`src/rtl/seq_pkg.sv`:
```
// ---------------------------------------------------------------------------
// seq_pkg
// Shared definitions for the serializer / sequence-detector path.
//   state_t        : serializer FSM states (IDLE = no frame, SHIFT = frame
//                    in progress), one-bit encoding.
//   DATA_W_DEFAULT : default parallel word width.
// ---------------------------------------------------------------------------
package seq_pkg;

    localparam int DATA_W_DEFAULT = 8;

    typedef enum logic {
        IDLE  = 1'b0,
        SHIFT = 1'b1
    } state_t;

endpackage

```
`src/rtl/ser_shift_reg.sv`:
```
// ---------------------------------------------------------------------------
// ser_shift_reg
// Loadable MSB-first shift register with a modulo-FRAME_LEN bit counter.
//   clk     : rising-edge clock
//   rst_n   : asynchronous active-low reset (register and counter to 0)
//   load    : capture ld_word (takes priority over adv for the register)
//   ld_word : frame to be shifted out, MSB first
//   adv     : one frame bit is consumed this cycle
//   msb     : current frame bit
//   last    : counter is on the final bit of the frame
// ---------------------------------------------------------------------------
module ser_shift_reg
    import seq_pkg::*;
#(
    parameter int FRAME_LEN = DATA_W_DEFAULT
) (
    input  logic                 clk,
    input  logic                 rst_n,
    input  logic                 load,
    input  logic [FRAME_LEN-1:0] ld_word,
    input  logic                 adv,
    output logic                 msb,
    output logic                 last
);

    localparam int CNT_W = $clog2(FRAME_LEN);

    logic [FRAME_LEN-1:0] sreg_q, sreg_d;
    logic [CNT_W-1:0]     cnt_q, cnt_d;

    assign msb  = sreg_q[FRAME_LEN-1];
    assign last = (cnt_q == CNT_W'(FRAME_LEN - 1));

    always_comb begin
        sreg_d = sreg_q;
        cnt_d  = cnt_q;
        // A load on the final bit replaces the register outright; the
        // counter wraps to 0 on that same edge, so the new frame starts
        // aligned without a separate clear.
        if (load) begin
            sreg_d = ld_word;
        end else if (adv) begin
            sreg_d = {sreg_q[FRAME_LEN-2:0], 1'b0};
        end
        if (adv) begin
            cnt_d = last ? '0 : cnt_q + CNT_W'(1);
        end
    end

    always_ff @(posedge clk or negedge rst_n) begin
        if (!rst_n) begin
            sreg_q <= '0;
            cnt_q  <= '0;
        end else begin
            sreg_q <= sreg_d;
            cnt_q  <= cnt_d;
        end
    end

endmodule

```
`src/rtl/bit_serializer.sv`:
```
// ---------------------------------------------------------------------------
// bit_serializer
// Converts DATA_W-bit parallel words into an MSB-first serial stream with a
// valid/ready handshake on the parallel side.
//   clk        : rising-edge clock
//   reset      : asynchronous active-low reset
//   din        : parallel word
//   din_valid  : din holds a word
//   din_ready  : word is accepted at the next edge if din_valid is high
//   x          : serial bit (0 whenever x_valid is 0)
//   x_valid    : x carries a frame bit
//   frame_done : high during the final bit of each frame
// Optional macro BIT_SERIALIZER_PARITY_EN appends an even-parity bit after
// the data LSB (frame length DATA_W+1).
// ---------------------------------------------------------------------------
module bit_serializer
    import seq_pkg::*;
#(
    parameter int DATA_W = DATA_W_DEFAULT
) (
    input  logic              clk,
    input  logic              reset,
    input  logic [DATA_W-1:0] din,
    input  logic              din_valid,
    output logic              din_ready,
    output logic              x,
    output logic              x_valid,
    output logic              frame_done
);

`ifdef BIT_SERIALIZER_PARITY_EN
    localparam int FRAME_LEN = DATA_W + 1;
`else
    localparam int FRAME_LEN = DATA_W;
`endif

    state_t               state_q, state_d;
    logic [FRAME_LEN-1:0] ld_word;
    logic                 accept;
    logic                 shifting;
    logic                 last_bit;
    logic                 sr_msb;
    logic                 sr_last;

`ifdef BIT_SERIALIZER_PARITY_EN
    assign ld_word = {din, ^din};
`else
    assign ld_word = din;
`endif

    ser_shift_reg #(
        .FRAME_LEN (FRAME_LEN)
    ) u_shift (
        .clk     (clk),
        .rst_n   (reset),
        .load    (accept),
        .ld_word (ld_word),
        .adv     (shifting),
        .msb     (sr_msb),
        .last    (sr_last)
    );

    always_comb begin
        state_d  = state_q;
        shifting = (state_q == SHIFT);
        last_bit = shifting & sr_last;
        // Ready on the final bit lets a new frame follow with no gap.
        din_ready = (state_q == IDLE) | last_bit;
        accept    = din_valid & din_ready;
        if (accept) begin
            state_d = SHIFT;
        end else if (last_bit) begin
            state_d = IDLE;
        end
        x_valid    = shifting;
        x          = shifting & sr_msb;
        frame_done = last_bit;
    end

    always_ff @(posedge clk or negedge reset) begin
        if (!reset) begin
            state_q <= IDLE;
        end else begin
            state_q <= state_d;
        end
    end

endmodule

```
`config.mk`:
```
export PLATFORM = sky130hd
export DESIGN_NAME = bit_serializer
export DESIGN_NICKNAME = d
export VERILOG_FILES = /design/src/rtl/seq_pkg.sv /design/src/rtl/ser_shift_reg.sv /design/src/rtl/bit_serializer.sv
export SDC_FILE = /design/constraint.sdc
export NUM_CORES = 1
export LEC_CHECK = 0
export CAP_MARGIN = 0
export CORE_UTILIZATION = 50
export CTS_BUF_LIST = sky130_fd_sc_hd__clkbuf_8 sky130_fd_sc_hd__clkbuf_16
export DETAILED_ROUTE_END_ITERATION = 8
export HOLD_SLACK_MARGIN = 0.03
export PLACE_DENSITY = 0.85
export REMOVE_ABC_BUFFERS = 1
export SYNTH_ARGS = -nofsm -noshare
export SYNTH_HDL_FRONTEND = slang
export SYNTH_SLANG_ARGS = --single-unit
```
`constraint.sdc`:
```
create_clock -name clk -period 2.5 [get_ports clk]
set_clock_uncertainty 0.05 [all_clocks]
set_input_delay 0.5 -clock clk [delete_from_list [all_inputs] [get_ports clk]]
set_output_delay 0.5 -clock clk [all_outputs]
set_load 0.005 [all_outputs]
```
# --- After elaboration in Yosys (flattened, before gate mapping) ---
# Cells that the tools add are included.
op_classes:
  n_mux: 5
  n_reduce_logical: 2
  n_lt_le_gt_ge: 0
  n_eq_ne: 1
  div_mod_pow: 0
  addsub: 1
  shift: 0
  bitwise_logic: 5
  n_mul: 0
ops:
  columns: ["op", "n"]
  rows:
  - ["$mux W8", 2]
  - ["$reduce_bool A2 Y1", 2]
  - ["$add A3 B1 Y3 const B", 1]
  - ["$and A1 B1 Y1", 3]
  - ["$eq A3 B3 Y1 const B", 1]
  - ["$mux W3", 1]
  - ["$mux W1", 2]
  - ["$not A1 Y1", 1]
  - ["$or A1 B1 Y1", 1]
word_totals:
  memories: 0
  elab_cells: 17
  latchBits: 0
  rom_bits: 0
  ramBits: 0
  register_bits: 12
  input_bits: 11

# --- Depth between registers and ports, before layout ---
# Gate-level depths: netlist (run 1).
depth:
  ltp_word: 5
  depth_mapped: 6

# --- Modules after synthesis ---
# From an unflattened synthesis (run 1), not the netlist that was laid out.
hier_totals:
  hier_cells: 48
  area_unflattened_um2: 571.8
modules_own_cells:
  columns: ["mod", "seq_area_each_um2", "area_each_um2", "cells_per_inst", "instances"]
  rows:
  - ["ser_shift_reg", 275.3, 505.5, 42, 1]
  - ["bit_serializer", 25.0, 66.3, 6, 1]

# --- Worst setup path before layout (run 1) ---
# OpenSTA, ideal clock, no wires.
synth_path:
  kind: "reg2out"
  startpoint: "register u_shift.cnt_q[0]"
  endpoint: "output port frame_done"
  stages_incl_launch_ff: 5
  path_buffers: 1
  required_ns: 1.950
  setup_slack_ns: 0.922
  arrival_ns: 1.028
  cell_sequence: "dfrtp_1 -> ha_1 -> ha_1 -> buf_4 -> and2_1"
synth_via:
  elab_chain_cells: 2
synth_rtl:
  columns: ["element", "line_no", "text"]
  rows:
  - ["start: declaration", "ser_shift_reg.sv:29", "logic [CNT_W-1:0] cnt_q, cnt_d;"]
  - ["start signal: assignment", "ser_shift_reg.sv:56", "cnt_q <= cnt_d;"]
  - ["$eq A3 B3 Y1", "ser_shift_reg.sv:32", "assign last = (cnt_q == CNT_W'(FRAME_LEN - 1));"]
  - ["$and A1 B1 Y1", "bit_serializer.sv:66", "last_bit = shifting & sr_last;"]
  - ["end: declaration", "bit_serializer.sv:28", "output logic frame_done"]
# Every way passes these cells.

# --- Worst setup path after layout (run 1) ---
layout_path:
  startpoint: "register u_shift.cnt_q[0]"
  endpoint: "output port din_ready"
layout_via:
  elab_chain_cells: 3
layout_rtl:
  columns: ["element", "line_no", "text"]
  rows:
  - ["$eq A3 B3 Y1", "ser_shift_reg.sv:32", null]
  - ["$and A1 B1 Y1", "bit_serializer.sv:66", null]
  - ["$or A1 B1 Y1", "bit_serializer.sv:68", "din_ready = (state_q == IDLE) | last_bit;"]
  - ["end: declaration", "bit_serializer.sv:25", "output logic din_ready,"]
# Every way passes these cells.

==> load_flow_metrics.sql, run 1 <==
INSERT INTO impl_metrics (metric_group, metric, value, unit) VALUES
('floorplan', 'die_height', '38.1', 'um'),
('floorplan', 'core_area', '1160', 'sq um'),
('global_route', 'grt_antenna_before_repair', '0', ''),
('pwr', 'p_leak', '0.401', 'nW'),
('global_route', 'globalRouteOverflowTotal', '0', ''),
('cells_and_area', 'finish.utilization', '0.720', ''),
('setup_path', 'rr_worst_depth', '5', ''),
('cts', 'path_clk_slew', '50', 'ps'),
('global_route', 'globalRouteTotalUtil', '0.220', ''),
('timing', 'timing_hold_violations_final', '0', ''),
('cts', 'clock-sinks', '12', ''),
('cts', 'cts-hold-fix-buffers', '0', ''),
('setup_path', 'crit_arrival', '1850', 'ps'),
('setup_path', 'startpoint', 'u_shift.cnt_q[0]$_DFFE_PN0P_', ''),
('timing', 'fin_setup_tns', '0', 'ps'),
('cts', 'clock_path_buffers', '2', ''),
('detailed_routing', 'first_iter_violations', '5', ''),
('setup_path', 'r2r_slack', '1000', 'ps'),
('pwr', 'share_comb_of_total_power', '0.362', ''),
('placement', 'port_buffers', '14', ''),
('floorplan', 'dieArea', '1450', 'sq um'),
('pwr', 'max-vdd-ir-drop', '0.753', 'mV'),
('cts', 'cts-buffers-inserted', '3', ''),
('setup_path', 'timing.critical_path.required', '1950', 'ps'),
('setup_path', 'r2r-end', 'u_shift.sreg_q[5]$_DFFE_PN0P_', ''),
('cts', 'clock_tree_from_tritoncts', 'built', ''),
('setup_path', 'path_max_fanout', '11', ''),
('detailed_routing', 'detail_route.first_pass.iterations', '4', ''),
('outcome', 'status', 'finished, final reports clean', ''),
('detailed_routing', 'viasPerCell', '5.67', ''),
('global_route', 'first_global_vias', '441', ''),
('global_route', 'global_route_wire_length_before_repair', '2050', 'um'),
('cells_and_area', 'multiInputGateArea', '297', 'sq um'),
('setup_path', 'critPathCaptureType', 'primary output', ''),
('placement', 'gp_congestion', '0.756', ''),
('yosys', 'ys.warnings.count', '0', ''),
('cts', 'cts-htree-levels', '1', ''),
('cells_and_area', 'areaGrowthSynthToFinish', '27.4', '%'),
('floorplan', 'num_io_pins', '15', ''),
('detailed_routing', 'wire_per_inst', '14.3', 'um'),
('cts', 'post_cts_repair_setup_buffers', '0', ''),
('cells_and_area', 'storage_element_area', '300', 'sq um'),
('yosys', 'synth.yosys.seq_area_share', '0.460', ''),
('timing', 'unrepaired_setup_endpoints_after_global_routing', 'false', ''),
('yosys', 'synthDistinctLibCells', '17', ''),
('detailed_routing', 'dr_total_vias', '505', ''),
('yosys', 'register_bit_total_from_synthesis', '12', ''),
('cells_and_area', 'nets', '89', ''),
('floorplan', 'initial_utilization', '0.565', ''),
('setup_path', 'timing.critical_path.from_type', 'register', ''),
('timing', 'final.min_clock_period', '2400', 'ps'),
('pwr', 'p_sw_frac', '0.316', ''),
('timing', 'max_clock_freq', '0.416', 'GHz'),
('timing', 'finalSetupViolCount', '0', ''),
('detailed_routing', 'drc', '0', ''),
('floorplan', 'die_width', '38.1', 'um'),
('pwr', 'switching_power', '0.000269', 'W'),
('timing', 'period_share', '0.961', ''),
('yosys', 'syn-mean-instance-area', '10.9', 'sq um'),
('pwr', 'power-per-cell-area', '1020', 'nW/um^2'),
('timing', 'tightest_slew', '613', 'ps'),
('cells_and_area', 'num-fill-cells', '91', ''),
('cells_and_area', 'drive_gt1_frac', '0.0933', ''),
('cts', 'clk_latency', '240', 'ps'),
('yosys', 'netlist_instances', '60', ''),
('timing', 'worst_slew_margin_rel', '0.590', ''),
('setup_path', 'worst-setup-path-type', 'reg2out', ''),
('detailed_routing', 'route.antenna.remaining_nets', '0', ''),
('placement', 'dp.final_hpwl', '843', 'um'),
('pwr', 'seq_power_share', '0.388', ''),
('setup_path', 'reg2reg_from', 'u_shift.cnt_q[0]$_DFFE_PN0P_', ''),
('timing', 'finalMaxSlewViolations', '0', ''),
('min_path', 'hp-class', 'reg2reg', ''),
('pwr', 'cellInternalPower', '0.000582', 'W'),
('cells_and_area', 'antenna_cells_inserted', '0', ''),
('global_route', 'grt_start_max_net_pins', '17', ''),
('floorplan', 'rows', '12', ''),
('cts', 'cts_root_buffer', 'sky130_fd_sc_hd__clkbuf_8', ''),
('job', 'maxCapViolCount', '0', ''),
('detailed_routing', 'postRouteWirelength', '1270', 'um'),
('setup_path', 'timing.critical_path.to', 'din_ready', ''),
('cts', 'post_cts.resized_instances', '0', ''),
('yosys', 'syn_area', '653', 'sq um'),
('pwr', 'clock_power_share', '0.251', '');
[final cells by class]
type | count | share of cell area
clock buffers | 4 | 0.0662
inverters | 2 | 0.00902
multi-input cells | 41 | 0.356
flip-flops and latches | 12 | 0.361
well taps | 14 | 0.0211
repair buffers | 16 | 0.186
[worst min-delay path by stage]
stage	start	endpoint	cells after the start
after floorplan	reset	u_shift.cnt_q[0]$_DFFE_PN0P_	0
after global placement	u_shift.cnt_q[0]$_DFFE_PN0P_	u_shift.cnt_q[0]$_DFFE_PN0P_	1
after detailed placement	u_shift.cnt_q[0]$_DFFE_PN0P_	u_shift.cnt_q[0]$_DFFE_PN0P_	1
after CTS	u_shift.cnt_q[0]$_DFFE_PN0P_	u_shift.cnt_q[0]$_DFFE_PN0P_	1
after global routing	u_shift.cnt_q[0]$_DFFE_PN0P_	u_shift.cnt_q[0]$_DFFE_PN0P_	1
final	u_shift.cnt_q[0]$_DFFE_PN0P_	u_shift.cnt_q[0]$_DFFE_PN0P_	1
[cells by family after synthesis]
logic type | Yosys count | synth area share
AOI/OAI and AO/OA | 16 | 0.138
adders and majority gates | 2 | 0.0383
buffers and inverters | 7 | 0.0862
DFF | 12 | 0.460
muxes | 10 | 0.155
and+or+nand+nor | 13 | 0.123
[power groups by stage]
stage / Combinational [W] / Sequential [W] / Clock [W]
2_1_floorplan: 0.000175 / 0.000326 / 0
3_3_place_gp: 0.000292 / 0.000328 / 0
4_1_cts: 0.000310 / 0.000330 / 0.000219
5_1_grt: 0.000344 / 0.000339 / 0.000226
3_5_place_dp: 0.000300 / 0.000333 / 0
6_report: 0.000308 / 0.000330 / 0.000213
[state kept, by name (all words and copies together) (netlist names)]
signal / flops
u_shift.cnt_q: 3
u_shift.sreg_q: 8
x_valid: 1
[routing by layer]
metal | global-route usage | vias to the layer above | wire length [um]
met5 | 0 | - | 0
met4 | 0.134 | 0 | 12
met3 | 0.0698 | 2 | 60
met2 | 0.339 | 16 | 634
met1 | 0.265 | 239 | 566
li1 | - | 248 | -
[metrics by stage]
step                cell area [sq um]  setup WS [ps]  hold WS (ps)  instances  power, W
floorplan                         604            923           154         55  0.000501
global placement                  777            390           420         85  0.000620
detailed placement                777            362           431         85  0.000633
CTS                               832           86.8           438         89  0.000859
global route                      832           10.1           457         89  0.000908
finish                            832           98.3           436         89  0.000851
[critical path, cell delays in order (launching register included)]
cell	delay, ps
sky130_fd_sc_hd__dfrtp_1	390
sky130_fd_sc_hd__ha_1	200
sky130_fd_sc_hd__ha_1	300
sky130_fd_sc_hd__nand2b_1	250
sky130_fd_sc_hd__clkdlybuf4s50_1	470
[placed cells by master (no fill, tap or decap), drive strengths merged]
cell type and count:
mux2 1, buf 2, ha 2, inv 2, clkdlybuf4s50 14, nand3 1, and2 2, nand2b 2
dfrtp 12, and3 7, nand2 1, o22ai 1, mux2i 9, o21ai 8, clkbuf 4, a31oi 7
[synthesized netlist by cell type]
library cell / number / share of area
sky130_fd_sc_hd__ha_1: 2 / 0.038
sky130_fd_sc_hd__nand2b_1: 2 / 0.019
sky130_fd_sc_hd__nand3_1: 1 / 0.0077
sky130_fd_sc_hd__buf_4: 1 / 0.011
sky130_fd_sc_hd__mux2_1: 1 / 0.017
sky130_fd_sc_hd__buf_2: 2 / 0.015
sky130_fd_sc_hd__o21ai_1: 8 / 0.061
sky130_fd_sc_hd__and3_1: 7 / 0.067
sky130_fd_sc_hd__and2_1: 2 / 0.019
sky130_fd_sc_hd__buf_6: 1 / 0.017
sky130_fd_sc_hd__dfrtp_1: 12 / 0.46
sky130_fd_sc_hd__mux2i_1: 9 / 0.14
sky130_fd_sc_hd__nand2_2: 1 / 0.0096
sky130_fd_sc_hd__a31oi_1: 7 / 0.067
sky130_fd_sc_hd__o22ai_1: 1 / 0.0096
sky130_fd_sc_hd__inv_1: 2 / 0.011
sky130_fd_sc_hd__buf_12: 1 / 0.031
Power figures use the tool's default switching activity.
==> run 2, diff against run 1 <==
Settings changed: CORE_AREA set to 2 2 39 41, CORE_UTILIZATION 50 to unset, DIE_AREA set to 0 0 41 43, PLACE_DENSITY 0.85 to 0.77, SYNTH_HIERARCHICAL set to 1.
==> load_flow_metrics.sql, run 2 <==
INSERT INTO impl_metrics (metric_group, metric, value, unit) VALUES
('cts', 'post_cts_repair_setup_buffers', '0', ''),
('timing', 'max_clock_freq', '0.459', 'GHz'),
('setup_path', 'critical_path_s_top_delay_family', 'buffers and inverters', ''),
('yosys', 'ys.warnings.count', '6', ''),
('placement', 'gp_congestion', '0.728', ''),
('floorplan', 'core_area', '1380', 'sq um'),
('setup_path', 'timing.critical_path.required', '1950', 'ps'),
('pwr', 'p_sw_frac', '0.293', ''),
('cts', 'clock_tree_from_tritoncts', 'built', ''),
('yosys', 'main_flop_type_after_synthesis', 'sky130_fd_sc_hd__dfrtp_1', ''),
('cells_and_area', 'largest-register', 'u_shift/sreg_q', ''),
('yosys', 'yosys.area.top_type_share', '0.525', ''),
('cts', 'path_clk_slew', '50', 'ps'),
('global_route', 'grt_start_max_net_pins', '17', ''),
('pwr', 'seq_power_share', '0.396', ''),
('yosys', 'synth_edf_count', '0', ''),
('cells_and_area', 'layout.cells.most_common', 'sky130_fd_sc_hd__clkdlybuf4s50_1', ''),
('cts', 'cts-hold-fix-buffers', '0', ''),
('timing', 'worst_slew_margin_rel', '0.652', ''),
('global_route', 'globalRouteTotalUtil', '0.132', ''),
('setup_path', 'critPathCaptureType', 'primary output', ''),
('yosys', 'yosys.area.top_type', 'sky130_fd_sc_hd__dfrtp_1', ''),
('yosys', 'synth_top_cells_by_count', 'sky130_fd_sc_hd__dfrtp_1 (12), sky130_fd_sc_hd__mux2i_1 (7), sky130_fd_sc_hd__nand2_1 (7), sky130_fd_sc_hd__o21ai_1 (7)', ''),
('setup_path', 'path_max_fanout', '3', ''),
('cts', 'cts-htree-levels', '1', ''),
('global_route', 'globalRouteOverflowTotal', '0', ''),
('global_route', 'grt_antenna_before_repair', '0', ''),
('detailed_routing', 'route.antenna.remaining_nets', '0', ''),
('timing', 'unrepaired_setup_endpoints_after_global_routing', 'false', ''),
('detailed_routing', 'first_iter_violations', '7', ''),
('pwr', 'power-per-cell-area', '1100', 'nW/um^2'),
('yosys', 'synthDistinctLibCells', '15', ''),
('setup_path', 'path_buf_inv', '1', ''),
('timing', 'timing_hold_violations_final', '0', ''),
('cts', 'cts-buffers-inserted', '3', ''),
('job', 'maxCapViolCount', '0', ''),
('setup_path', 'timing.critical_path.from_type', 'register', ''),
('yosys', 'synth.most_common_cell', 'sky130_fd_sc_hd__dfrtp_1', ''),
('pwr', 'share_comb_of_total_power', '0.405', ''),
('setup_path', 'slowest_stage', 'sky130_fd_sc_hd__clkdlybuf4s50_1', ''),
('pwr', 'switching_power', '0.000247', 'W'),
('yosys', 'netlist_instances', '48', ''),
('detailed_routing', 'wire_per_inst', '12.1', 'um'),
('setup_path', 'critPathMostFrequentCell', 'sky130_fd_sc_hd__ha_1', ''),
('min_path', 'hp-class', 'reg2reg', ''),
('detailed_routing', 'viasPerCell', '4.98', ''),
('setup_path', 'critical_path.cell_chain', 'ha_1 > ha_1 > nand2b_4 > clkdlybuf4s50_1', ''),
('detailed_routing', 'drc', '0', ''),
('timing', 'finalSetupViolCount', '0', ''),
('timing', 'finalMaxSlewViolations', '0', ''),
('setup_path', 'rr_worst_depth', '5', ''),
('cts', 'clock_path_buffers', '2', ''),
('floorplan', 'die_height', '43', 'um'),
('yosys', 'synth.yosys.seq_area_share', '0.525', ''),
('floorplan', 'initial_utilization', '0.413', ''),
('yosys', 'syn-mean-instance-area', '11.9', 'sq um'),
('timing', 'period_share', '0.871', ''),
('timing', 'fin_setup_tns', '0', 'ps'),
('detailed_routing', 'detail_route.first_pass.iterations', '2', ''),
('timing', 'fin_hold_ws', '452', 'ps'),
('timing', 'tightest_slew', '521', 'ps'),
('yosys', 'register_bit_total_from_synthesis', '12', ''),
('global_route', 'global_route_wire_length_before_repair', '1560', 'um'),
('cts', 'clk_latency', '230', 'ps'),
('cts', 'cts_root_buffer', 'sky130_fd_sc_hd__clkbuf_8', ''),
('placement', 'port_buffers', '14', ''),
('pwr', 'p_leak', '0.379', 'nW'),
('setup_path', 'critical_path_cell_count', '4', ''),
('floorplan', 'rows', '14', ''),
('cells_and_area', 'num-fill-cells', '122', ''),
('yosys', 'yosys-top-cells-area', 'sky130_fd_sc_hd__dfrtp_1 (53%), sky130_fd_sc_hd__mux2i_1 (12%), sky130_fd_sc_hd__o21ai_1 (6.1%)', ''),
('detailed_routing', 'dr_total_vias', '398', ''),
('setup_path', 'cp_slowest_stage_delay', '460', 'ps'),
('cts', 'post_cts.resized_instances', '0', ''),
('global_route', 'first_global_vias', '395', ''),
('cells_and_area', 'final_cell_mix', 'sky130_fd_sc_hd__clkdlybuf4s50_1 (14), sky130_fd_sc_hd__dfrtp_1 (12), sky130_fd_sc_hd__mux2i_1 (7), sky130_fd_sc_hd__nand2_1 (7), sky130_fd_sc_hd__o21ai_1 (7)', ''),
('cells_and_area', 'nets', '79', ''),
('detailed_routing', 'postRouteWirelength', '969', 'um'),
('pwr', 'cellInternalPower', '0.000597', 'W'),
('floorplan', 'num_io_pins', '15', ''),
('cells_and_area', 'areaGrowthSynthToFinish', '33.7', '%'),
('cts', 'clock-sinks', '12', ''),
('floorplan', 'die_width', '41', 'um'),
('cells_and_area', 'largest_register_ff_count', '8', ''),
('setup_path', 'crit_arrival', '1630', 'ps'),
('floorplan', 'dieArea', '1760', 'sq um'),
('cells_and_area', 'drive_gt1_frac', '0.141', ''),
('cells_and_area', 'antenna_cells_inserted', '0', ''),
('outcome', 'status', 'finished, final reports clean', ''),
('setup_path', 'worst-setup-path-type', 'reg2out', ''),
('timing', 'final.min_clock_period', '2180', 'ps'),
('pwr', 'clock_power_share', '0.199', ''),
('pwr', 'max-vdd-ir-drop', '0.572', 'mV'),
('placement', 'dp.final_hpwl', '704', 'um'),
('min_path', 'hold-path-cell-count', '1', ''),
('yosys', 'asyncSetResetFlopFracSynth', '1.00', ''),
('yosys', 'syn_area', '572', 'sq um');
[run 2: cell types whose count changed after synthesis, sizes merged]
cell   before  now
a31oi       7    0
and3        7    0
nand2       1    7
buf         5    2
inv         2    0
mux2        1    3
mux2i       9    7
nor2        0    2
a22o        0    1
and2        2    3
nand3       1    0
o21ai       8    7
o22ai       1    0
[run 2: path summary, 6_finish.rpt]
path                                          startpoint                       endpoint  slack, ps
setup / recovery            u_shift/cnt_q[0]$_DFFE_PN0P_                      din_ready        320
hold / removal             u_shift/sreg_q[0]$_DFFE_PN0P_  u_shift/sreg_q[0]$_DFFE_PN0P_        450
setup reg to reg            u_shift/cnt_q[0]$_DFFE_PN0P_  u_shift/sreg_q[0]$_DFFE_PN0P_        930
hold reg to reg            u_shift/sreg_q[0]$_DFFE_PN0P_  u_shift/sreg_q[0]$_DFFE_PN0P_        450
max in group asynchronous                          reset   u_shift/cnt_q[0]$_DFFE_PN0P_       1490
min in group asynchronous                          reset  u_shift/sreg_q[5]$_DFFE_PN0P_        570
[run 2: metal layers]
metal | global-route usage | share of wire
met5 | 0 | 0
met4 | 0.0600 | 0.020
met3 | 0.0314 | 0.051
met2 | 0.238 | 0.52
met1 | 0.131 | 0.41
[run 2: per-stage QoR]
step / setup slack (ps) / cell area [sq um] / util / cells / total power, W
after floorplan: 992 / 556 / - / 46 / 0.000555
after global placement: 600 / 723 / 0.523 / 77 / 0.000666
after detailed placement: 559 / 723 / 0.523 / 77 / 0.000684
after CTS: 307 / 764 / 0.552 / 80 / 0.000857
after global routing: 259 / 764 / 0.552 / 80 / 0.000906
final: 321 / 764 / 0.552 / 80 / 0.000844
[run 2: layout make-up]
cell class	instances	area [sq um]	share of cell area
timing repair buffer	15	148	0.193
sequential	12	300	0.393
tap	16	20.0	0.0262
multi-input combinational	34	255	0.334
clock buffer	3	41.3	0.0540
[run 2: cell families (layout without fill, tap and decap cells)]
| kind of cell | after synthesis | in the layout | share of synthesized area |
|---|---|---|---|
| compound gates | 8 | 8 | 0.0766 |
| fa+ha+maj | 2 | 2 | 0.0438 |
| buf+inv | 2 | 18 | 0.0284 |
| flops | 12 | 12 | 0.525 |
| mux | 10 | 10 | 0.195 |
| simple gates | 14 | 14 | 0.131 |
[run 2: power groups by stage]
| stage | Sequential, W | Clock, W | Combinational [W] |
|---|---|---|---|
| floorplan | 0.000331 | 0 | 0.000224 |
| global placement | 0.000333 | 0 | 0.000333 |
| detailed placement | 0.000337 | 0 | 0.000347 |
| CTS | 0.000335 | 0.000173 | 0.000348 |
| global route | 0.000344 | 0.000182 | 0.000380 |
| finish | 0.000334 | 0.000168 | 0.000342 |
==> run 3, diff against run 2 <==
Settings changed: CORE_AREA 2 2 39 41 to unset, CORE_MARGIN set to 2, CORE_UTILIZATION set to 35, DIE_AREA 0 0 41 43 to unset, HOLD_SLACK_MARGIN 0.03 to unset, PLACE_DENSITY 0.77 to 0.66.
==> load_flow_metrics.sql, run 3 (synthesis results as in run 2) <==
INSERT INTO impl_metrics (metric_group, metric, value, unit) VALUES
('floorplan', 'die_height', '44.4', 'um'),
('detailed_routing', 'wire_per_inst', '11.8', 'um'),
('setup_path', 'timing.critical_path.required', '1950', 'ps'),
('detailed_routing', 'viasPerCell', '4.70', ''),
('pwr', 'p_leak', '0.379', 'nW'),
('cells_and_area', 'drive_gt1_frac', '0.141', ''),
('global_route', 'global_route_wire_length_before_repair', '1550', 'um'),
('timing', 'timing_hold_violations_final', '0', ''),
('global_route', 'globalRouteOverflowTotal', '0', ''),
('cts', 'clock_path_buffers', '2', ''),
('cts', 'cts-buffers-inserted', '3', ''),
('cells_and_area', 'largest-register', 'u_shift/sreg_q', ''),
('setup_path', 'path_buf_inv', '1', ''),
('setup_path', 'r2r-end', 'u_shift/sreg_q[0]$_DFFE_PN0P_', ''),
('setup_path', 'critPathCaptureType', 'primary output', ''),
('pwr', 'max-vdd-ir-drop', '0.484', 'mV'),
('cells_and_area', 'areaGrowthSynthToFinish', '33.7', '%'),
('placement', 'gp_congestion', '0.710', ''),
('setup_path', 'slowest_stage', 'sky130_fd_sc_hd__clkdlybuf4s50_1', ''),
('timing', 'fin_setup_tns', '0', 'ps'),
('cts', 'post_cts_repair_setup_buffers', '0', ''),
('setup_path', 'r2r_slack', '910', 'ps'),
('setup_path', 'path_max_fanout', '3', ''),
('placement', 'port_buffers', '14', ''),
('cts', 'cts-hold-fix-buffers', '0', ''),
('setup_path', 'timing.critical_path.from_type', 'register', ''),
('setup_path', 'crit_arrival', '1640', 'ps'),
('floorplan', 'initial_utilization', '0.375', ''),
('timing', 'final.min_clock_period', '2190', 'ps'),
('cells_and_area', 'final_cell_area', '764', 'sq um'),
('placement', 'dp.final_hpwl', '697', 'um'),
('cts', 'cts-htree-levels', '1', ''),
('setup_path', 'critical_path_s_top_delay_family', 'buffers and inverters', ''),
('cells_and_area', 'layout.cells.most_common', 'sky130_fd_sc_hd__clkdlybuf4s50_1', ''),
('floorplan', 'die_width', '44.4', 'um'),
('detailed_routing', 'first_iter_violations', '6', ''),
('floorplan', 'rows', '14', ''),
('min_path', 'hp-class', 'reg2reg', ''),
('timing', 'tightest_slew', '524', 'ps'),
('cts', 'cts_root_buffer', 'sky130_fd_sc_hd__clkbuf_8', ''),
('timing', 'finalMaxSlewViolations', '0', ''),
('cells_and_area', 'antenna_cells_inserted', '0', ''),
('floorplan', 'num_io_pins', '15', ''),
('cells_and_area', 'final_cell_mix', 'sky130_fd_sc_hd__clkdlybuf4s50_1 (14), sky130_fd_sc_hd__dfrtp_1 (12), sky130_fd_sc_hd__mux2i_1 (7), sky130_fd_sc_hd__nand2_1 (7), sky130_fd_sc_hd__o21ai_1 (7)', ''),
('timing', 'max_clock_freq', '0.457', 'GHz'),
('setup_path', 'worst-setup-path-type', 'reg2out', ''),
('cts', 'clock_tree_from_tritoncts', 'built', ''),
('floorplan', 'dieArea', '1970', 'sq um'),
('outcome', 'status', 'finished, final reports clean', ''),
('setup_path', 'critical_path_cell_count', '4', ''),
('floorplan', 'core_area', '1520', 'sq um'),
('setup_path', 'critPathMostFrequentCell', 'sky130_fd_sc_hd__ha_1', ''),
('placement', 'postPlaceCellArea', '723', 'sq um'),
('cts', 'post_cts.resized_instances', '0', ''),
('cts', 'clk_latency', '230', 'ps'),
('setup_path', 'reg2reg_from', 'u_shift/cnt_q[0]$_DFFE_PN0P_', ''),
('cells_and_area', 'multiInputGateArea', '255', 'sq um'),
('global_route', 'globalRouteTotalUtil', '0.115', ''),
('detailed_routing', 'dr_total_vias', '376', ''),
('global_route', 'first_global_vias', '341', ''),
('detailed_routing', 'route.antenna.remaining_nets', '0', ''),
('setup_path', 'timing.critical_path.to', 'din_ready', ''),
('cells_and_area', 'largest_register_ff_count', '8', ''),
('cells_and_area', 'nets', '79', ''),
('cts', 'clock-sinks', '12', ''),
('setup_path', 'rr_worst_depth', '5', ''),
('detailed_routing', 'drc', '0', ''),
('setup_path', 'cp_slowest_stage_delay', '450', 'ps'),
('detailed_routing', 'postRouteWirelength', '941', 'um'),
('global_route', 'grt_start_max_net_pins', '17', ''),
('cts', 'path_clk_slew', '50', 'ps'),
('pwr', 'power-per-cell-area', '1100', 'nW/um^2'),
('global_route', 'grt_antenna_before_repair', '0', ''),
('timing', 'finalSetupViolCount', '0', ''),
('detailed_routing', 'detail_route.first_pass.iterations', '4', ''),
('timing', 'unrepaired_setup_endpoints_after_global_routing', 'false', ''),
('timing', 'period_share', '0.875', ''),
('setup_path', 'startpoint', 'u_shift/cnt_q[0]$_DFFE_PN0P_', ''),
('setup_path', 'critical_path.cell_chain', 'ha_1 > ha_1 > nand2b_4 > clkdlybuf4s50_1', ''),
('job', 'maxCapViolCount', '0', ''),
('cells_and_area', 'num-fill-cells', '133', ''),
('cells_and_area', 'storage_element_area', '300', 'sq um'),
('timing', 'worst_slew_margin_rel', '0.650', '');
==> run 3: how the worst min path moves through the flow <==
stage | start | endpoint | slack (ps) | cells after the start
6_report | u_shift/sreg_q[0]$_DFFE_PN0P_ | u_shift/sreg_q[0]$_DFFE_PN0P_ | 450 | 1
2_1_floorplan | reset | u_shift/cnt_q[0]$_DFFE_PN0P_ | 150 | 0
4_1_cts | u_shift/sreg_q[0]$_DFFE_PN0P_ | u_shift/sreg_q[0]$_DFFE_PN0P_ | 450 | 1
5_1_grt | u_shift/sreg_q[0]$_DFFE_PN0P_ | u_shift/sreg_q[0]$_DFFE_PN0P_ | 500 | 1
3_3_place_gp | u_shift/sreg_q[0]$_DFFE_PN0P_ | u_shift/sreg_q[0]$_DFFE_PN0P_ | 430 | 1
3_5_place_dp | u_shift/sreg_q[0]$_DFFE_PN0P_ | u_shift/sreg_q[0]$_DFFE_PN0P_ | 440 | 1
==> run 3: layout make-up <==
cell class | count | share of cell area
Sequential cell | 12 | 0.393
Multi-Input combinational cell | 34 | 0.334
Timing Repair Buffer | 15 | 0.193
Clock buffer | 3 | 0.0540
Tap cell | 16 | 0.0262
==> run 3: metrics by stage <==
step	std cells	power [W]	hold WS, ps	setup WS (ps)	util
after global routing	80	0.000919	495	232	0.502
final	80	0.000843	455	312	0.502
after CTS	80	0.000862	454	297	0.502
after global placement	77	0.000669	431	603	0.475
after detailed placement	77	0.000687	439	558	0.475
after floorplan	46	0.000555	154	992	-
==> run 3: worst reg2reg max path: cells and delay by family (launching register included) <==
kind                     cells  cell delay [ps]
AND/OR/NAND/NOR              2              370
adder cells (fa/ha/maj)      2              410
AO/OA/AOI/OAI                1              250
flip-flops                   1              390
==> run 3: where the power goes <==
part           internal [W]  switching (W)
clock network      0.000106      0.0000636
logic              0.000219       0.000124
registers          0.000274      0.0000571
total              0.000599       0.000244
==> run 3: layer usage <==
layer,track usage,vias to the layer above,wire length (um)
met5,0,-,0
met4,0.0727,0,0
met3,0.0408,0,45
met2,0.188,10,461
met1,0.128,168,434
li1,-,198,-
